File: src/rtl/irda_tx_pkg.sv
// irda_tx_pkg: shared defaults and helpers for the IrDA TX bit source
package irda_tx_pkg;
  localparam int DATA_W_DEF = 32;
  function automatic int lim_of(input int vbytes, input logic last, input int data_w);
    return (last && vbytes != 0 && 8 * vbytes <= data_w) ? 8 * vbytes - 1 : data_w - 1;
  endfunction
  function automatic int bit_idx(input int ptr, input logic msb_first, input int data_w);
    return msb_first ? data_w - 1 - ptr : ptr;
  endfunction
endpackage

File: src/rtl/irda_tx_word_stage.sv
// irda_tx_word_stage: word holding register with last-bit limit and frame-last flag
module irda_tx_word_stage
  import irda_tx_pkg::*;
#(
  parameter int DATA_W = DATA_W_DEF,
  parameter int PW = 5
) (
  input  logic              clk,
  input  logic              rst_n,
  input  logic              flush,
  input  logic              load,
  input  logic              drop,
  input  logic [DATA_W-1:0] d,
  input  logic [PW-1:0]     d_lim,
  input  logic              d_last,
  output logic [DATA_W-1:0] q,
  output logic [PW-1:0]     lim,
  output logic              last,
  output logic              valid
);
  always_ff @(posedge clk or negedge rst_n)
    if (!rst_n) begin
      q <= '0;
      lim <= '0;
      last <= 1'b0;
      valid <= 1'b0;
    end else if (flush) begin
      q <= '0;
      lim <= '0;
      last <= 1'b0;
      valid <= 1'b0;
    end else if (load) begin
      q <= d;
      lim <= d_lim;
      last <= d_last;
      valid <= 1'b1;
    end else if (drop)
      valid <= 1'b0;
endmodule

File: src/rtl/irda_tx_data_ctrl.sv
// irda_tx_data_ctrl: prefetching FIFO-word to serial-bit source for the IrDA MIR/FIR encoder
module irda_tx_data_ctrl
  import irda_tx_pkg::*;
#(
  parameter int DATA_W = DATA_W_DEF,
  parameter bit MSB_FIRST = 1'b0,
  parameter int VB_W = 3
) (
  input  logic              clk,
  input  logic              wb_rst_n_i,
  input  logic              dc_restart,
  input  logic              tx_enable,
  input  logic              next_data,
  input  logic [DATA_W-1:0] txfifo_dat_o,
  input  logic              txfifo_empty,
  input  logic              txfifo_last,
  input  logic [VB_W-1:0]   txfifo_vbytes,
  output logic              txfifo_remove,
  output logic              data_available,
  output logic              data_o,
  output logic              frame_end,
  output logic              underrun
);
  localparam int PW = $clog2(DATA_W);
  logic remove_q, hr_valid, sr_last, hr_last;
  logic consume, done, act_free, mv, fetch, to_sr, sr_load;
  logic [DATA_W-1:0] sr, hr, sr_d;
  logic [PW-1:0] ptr, lim, hr_lim, f_lim, sr_lim_d;
  logic sr_last_d;
  always_comb begin
    consume = next_data && tx_enable && data_available;
    done = consume && ptr == lim;
    act_free = !data_available || done;
    mv = hr_valid && act_free;
    fetch = wb_rst_n_i && !dc_restart && !txfifo_empty && !remove_q && (!hr_valid || act_free);
    to_sr = fetch && act_free && !hr_valid;
    sr_load = mv || to_sr;
    f_lim = PW'(lim_of(int'(txfifo_vbytes), txfifo_last, DATA_W));
    sr_d = mv ? hr : txfifo_dat_o;
    sr_lim_d = mv ? hr_lim : f_lim;
    sr_last_d = mv ? hr_last : txfifo_last;
    txfifo_remove = fetch;
    data_o = data_available && sr[PW'(bit_idx(int'(ptr), MSB_FIRST, DATA_W))];
  end
  always_ff @(posedge clk or negedge wb_rst_n_i)
    if (!wb_rst_n_i) begin
      ptr <= '0;
      remove_q <= 1'b0;
      frame_end <= 1'b0;
      underrun <= 1'b0;
    end else if (dc_restart) begin
      ptr <= '0;
      remove_q <= 1'b0;
      frame_end <= 1'b0;
      underrun <= 1'b0;
    end else begin
      remove_q <= fetch;
      frame_end <= done && sr_last;
      underrun <= underrun || (done && !sr_last && !sr_load);
      ptr <= sr_load ? '0 : (consume && !done) ? ptr + 1'b1 : ptr;
    end
  irda_tx_word_stage #(.DATA_W(DATA_W), .PW(PW)) u_act (
    .clk(clk),
    .rst_n(wb_rst_n_i),
    .flush(dc_restart),
    .load(sr_load),
    .drop(done),
    .d(sr_d),
    .d_lim(sr_lim_d),
    .d_last(sr_last_d),
    .q(sr),
    .lim(lim),
    .last(sr_last),
    .valid(data_available)
  );
  irda_tx_word_stage #(.DATA_W(DATA_W), .PW(PW)) u_pre (
    .clk(clk),
    .rst_n(wb_rst_n_i),
    .flush(dc_restart),
    .load(fetch && !to_sr),
    .drop(mv),
    .d(txfifo_dat_o),
    .d_lim(f_lim),
    .d_last(txfifo_last),
    .q(hr),
    .lim(hr_lim),
    .last(hr_last),
    .valid(hr_valid)
  );
endmodule

File: config.mk
export PLATFORM = sky130hd
export DESIGN_NAME = irda_tx_data_ctrl
export DESIGN_NICKNAME = d
export VERILOG_FILES = /design/src/rtl/irda_tx_pkg.sv /design/src/rtl/irda_tx_word_stage.sv /design/src/rtl/irda_tx_data_ctrl.sv
export SDC_FILE = /design/constraint.sdc
export NUM_CORES = 1
export LEC_CHECK = 0
export BUFFER_PORTS_ARGS = -buffer_cell sky130_fd_sc_hd__buf_2
export CORE_MARGIN = 2
export CORE_UTILIZATION = 59
export DETAILED_ROUTE_END_ITERATION = 10
export PLACE_DENSITY = 0.81
export SLEW_MARGIN = 25
export SYNTH_ARGS = -nofsm -noshare
export SYNTH_HDL_FRONTEND = slang
export SYNTH_SLANG_ARGS = --single-unit
export TNS_END_PERCENT = 50
File: constraint.sdc
create_clock -name clk -period 2.7 [get_ports clk]
set_clock_uncertainty 0.1 [all_clocks]
set_input_delay 0 -clock clk [delete_from_list [all_inputs] [get_ports clk]]
set_output_delay 0 -clock clk [all_outputs]
set_load 0.005 [all_outputs]
==> summary.txt <==
Run status
  – Outcome: complete, no violations

Clock network
  – CTS tree: built
  – CTS max path bufs: 2
  – CTS clk-pin slew, worst paths: 0.08 ns
  – Clk root buf: clkbuf_8
  – CTS Sinks: 82
  – Post-CTS Setup Bufs: 0
  – H-Tree Depth: 3
  – Clk Latency, worst-skew pair: approximately 0.35 ns
  – Num CTS Buffers: 9

Placed design
  – Placed inst area: 4848 um^2
  – Hpwl dp: 6.727 mm
  – Cells after DPL: 574
  – Routability cong.: roughly 0.83
  – Port Buffers: 46

Worst hold path
  – HP Start: next_data
  – Min-Delay Endpoint: underrun$_DFF_PN0_
  – Hold Crit Class: input pin to flip-flop
  – Hold Path Depth: 5

Logic synthesis
  – Mapped Area: around 4600 um^2
  – Register bit total from synthesis: 82
  – Largest family of logic cells by synthesized area: compound AO/OA/AOI/OAI gates
  – Synth Area in Simple Gates: ~14%
  – Synth Area in Compound Gates: 27.61%
  – Xor/xnor cell area share of the yosys netlist: 1.341%
  – Synth warnings: 0
  – Post-Synthesis Cells: 454
  – Synth cell types: 49
  – Adder and majority gate portion of the synthesized area: 0.5472%
  – Synth Net Count: ~500
  – Post-synth EDFFs: 0
  – Register area share after synthesis: roughly 45%
  – Top FF cell, synth: dfrtp_1
  – Mux contribution to synthesized area: 5.499%
  – Syn_area_per_cell: about 10 um^2
  – Asr flop ratio synth: 100.0%

Routing
  – Drt wl/cell: about 18 um
  – DRT Wirelength: ~11 mm
  – Vias per std cell: 6.428
  – DRT antenna net count: 0
  – Via total after detailed routing: 4056
  – Metal2 WL: 5.524 mm
  – Drt pass-1 iters: 5
  – Post-Route M1 WL: 5.015 mm
  – First DRT Iteration DRCs: 395
  – Uppermost layer routed: met4
  – Met3 wire len: 760 um
  – DRC: 0

STA
  – Setup TNS: 0 ns
  – Slew @ Worst Pin: approximately 0.74 ns
  – RSZ-0062 raised after global routing: no
  – Slew headroom: 50.77%
  – Hold WS: roughly 0.031 ns
  – Final Setup Violations: 0
  – Period utilization: 95.58%
  – Post-layout min period: 2.581 ns
  – Max Fclk: 387.5 MHz
  – Final Hold Viols: 0
  – Slew Viols, Final: 0

Critical path
  – Slowest stage delay, CP: 0.54 ns
  – Slowest CP cell: mux4_2
  – Worst path bufs/invs: 2
  – FF-to-FF path depth: 6
  – CP Cell Sequence: buf_4, mux4_2, mux4_1, mux2i_1, nor3_1, buf_2
  – Critical Path RT: 2.60 ns
  – Worst-path maximum fanout: 9
  – Reg2Reg Launch Point: ptr[0]$_DFFE_PN0P_
  – Worst path top cell family by delay: multiplexers
  – CP Class: flip-flop to output port
  – Critical path arrival: 2.48 ns
  – Reg2Reg Capture Point: u_act.q[8]$_DFFE_PN0P_
  – CP Launch Type: flip-flop
  – Reg2Reg Setup Slack: 0.46 ns
  – CP Capture Type: output port

Floorplan
  – Starting Density: about 60%
  – Core Region: 7607 um^2
  – Ports: 47
  – Chip width: between 90 and 100 um
  – Rows: 32
  – Die height: 92.04 um
  – Die area: 8471 um^2

Finish
  – Most frequent cells in the layout: dfrtp_1 (80), nor2_1 (71), buf_2 (45)
  – Finished Cell Area: 5479 um^2
  – Layout cells sized above 1: around a quarter
  – Final #Nets: 568
  – Area growth syn-to-layout: 19.81%
  – Antenna diodes: 0
  – Commonest non-fill, non-tap cell in the layout: dfrtp_1
  – Cell Count, Final, Fillers Out: 631

GRT
  – Initial antenna violation count: 0
  – GRT Total Usage: 28.25%
  – Vias in the first global route: 3781
  – Total congestion overflow: 0
  – Largest net degree at the start of global routing: between 80 and 90
  – First-pass GRT wire length: around 19 mm

Power and ir drop
  – Tot Pwr: between 2 and 3 mW
  – Power Dens Cells: 474.3 nW/um^2
  – LEAKAGE: 2.428 nW
  – VDD IR max: 0.3897 mV

Job
  – Max Cap Violations: 0
## sequential cells by signal, summed over array words and instances, names as in the netlist
signal       count
u_pre.q         32
u_act.valid      1
ptr              5
u_pre.lim        3
frame_end        1
remove_q         1
u_act.last       1
u_act.lim        3
underrun         1
u_pre.valid      1
u_pre.last       1
u_act.q         32
## cells in the mapped netlist (2+ instances only)
| cell | instances | area share, % |
|---|---|---|
| nor4_1 | 2 | 0.27 |
| inv_1 | 8 | 0.66 |
| a311oi_1 | 33 | 6.3 |
| xnor2_1 | 4 | 0.77 |
| buf_6 | 9 | 2.2 |
| xor2_1 | 3 | 0.57 |
| a22oi_1 | 33 | 5.4 |
| a311o_1 | 2 | 0.44 |
| clkbuf_1 | 23 | 1.9 |
| a22o_1 | 6 | 1.1 |
| mux4_2 | 4 | 2.0 |
| dfrtp_1 | 82 | 45 |
| nand2b_1 | 3 | 0.41 |
| nand3_1 | 7 | 0.77 |
| a21boi_0 | 2 | 0.33 |
| o22ai_1 | 4 | 0.55 |
| a21oi_1 | 2 | 0.22 |
| a31oi_1 | 33 | 4.5 |
| ha_1 | 2 | 0.55 |
| nand2_1 | 37 | 3.0 |
| mux4_1 | 5 | 2.9 |
| mux2i_1 | 3 | 0.66 |
| and2_1 | 3 | 0.41 |
| buf_4 | 2 | 0.33 |
| nor2_1 | 72 | 5.9 |
| nor3_1 | 8 | 0.88 |
| buf_2 | 12 | 1.3 |
| a22o_2 | 29 | 6.3 |
## layout make-up
type	count	area (um^2)
multi-input cells	317	2238
inverters	8	30.03
well taps	102	127.6
repair buffers	106	814.5
flip-flops and latches	82	2054
fillers	576	2128
clock inverters	5	62.56
clock buffers	11	151.4
## repair_timing
item | 4_1_cts | 5_1_grt
endpoints found under the hold margin | 153 | 0
hold buffers | 41 | 0
endpoints found under the setup margin | 0 | 1
gates resized for setup | 0 | 2
## power by group
group          switching [mW]  internal [mW]
logic                   0.208          0.153
clock network           0.469          0.481
registers              0.0241           1.26
total                   0.701           1.90
## metrics by stage
step / utilization [%] / worst slack [ns]
finish: 72.02 / 0.1193
global route: 72.02 / 0.04696
CTS: 71.94 / 0.04626
floorplan: - / 0.5830
detailed placement: 63.73 / 0.3534
global placement: 63.73 / 0.4427
## worst min-delay path, delay by kind of cell
family	cells	cell delay [ns]
AND/OR/NAND/NOR	4	0.34
buffers and inverters	1	0.11
## how the worst max path moves through the flow
stage | cells after the start | to | from
global placement | 6 | u_pre.q[13]$_DFFE_PN0P_ | ptr[0]$_DFFE_PN0P_
CTS | 6 | data_o | ptr[1]$_DFFE_PN0P_
floorplan | 9 | u_pre.last$_DFFE_PN0P_ | ptr[0]$_DFFE_PN0P_
detailed placement | 6 | u_pre.q[21]$_DFFE_PN0P_ | ptr[0]$_DFFE_PN0P_
global route | 6 | data_o | ptr[1]$_DFFE_PN0P_
finish | 6 | data_o | ptr[1]$_DFFE_PN0P_
## per-layer routing
metal | global-route usage (%) | vias to the layer above
met4 | 10.07 | 0
met5 | 0 | -
met2 | 44.24 | 187
met3 | 4.026 | 20
met1 | 40.57 | 1981
li1 | - | 1868
## cell families (layout without fill, tap and decap cells)
kind of cell | count (synthesis) | in the layout
AND/OR/NAND/NOR | 141 | 141
XOR/XNOR | 7 | 7
buffers and inverters | 55 | 130
multiplexers | 12 | 12
AO/OA/AOI/OAI | 155 | 155
adder cells (fa/ha/maj) | 2 | 2
flip-flops | 82 | 82
(Power assumes the default switching activity.)
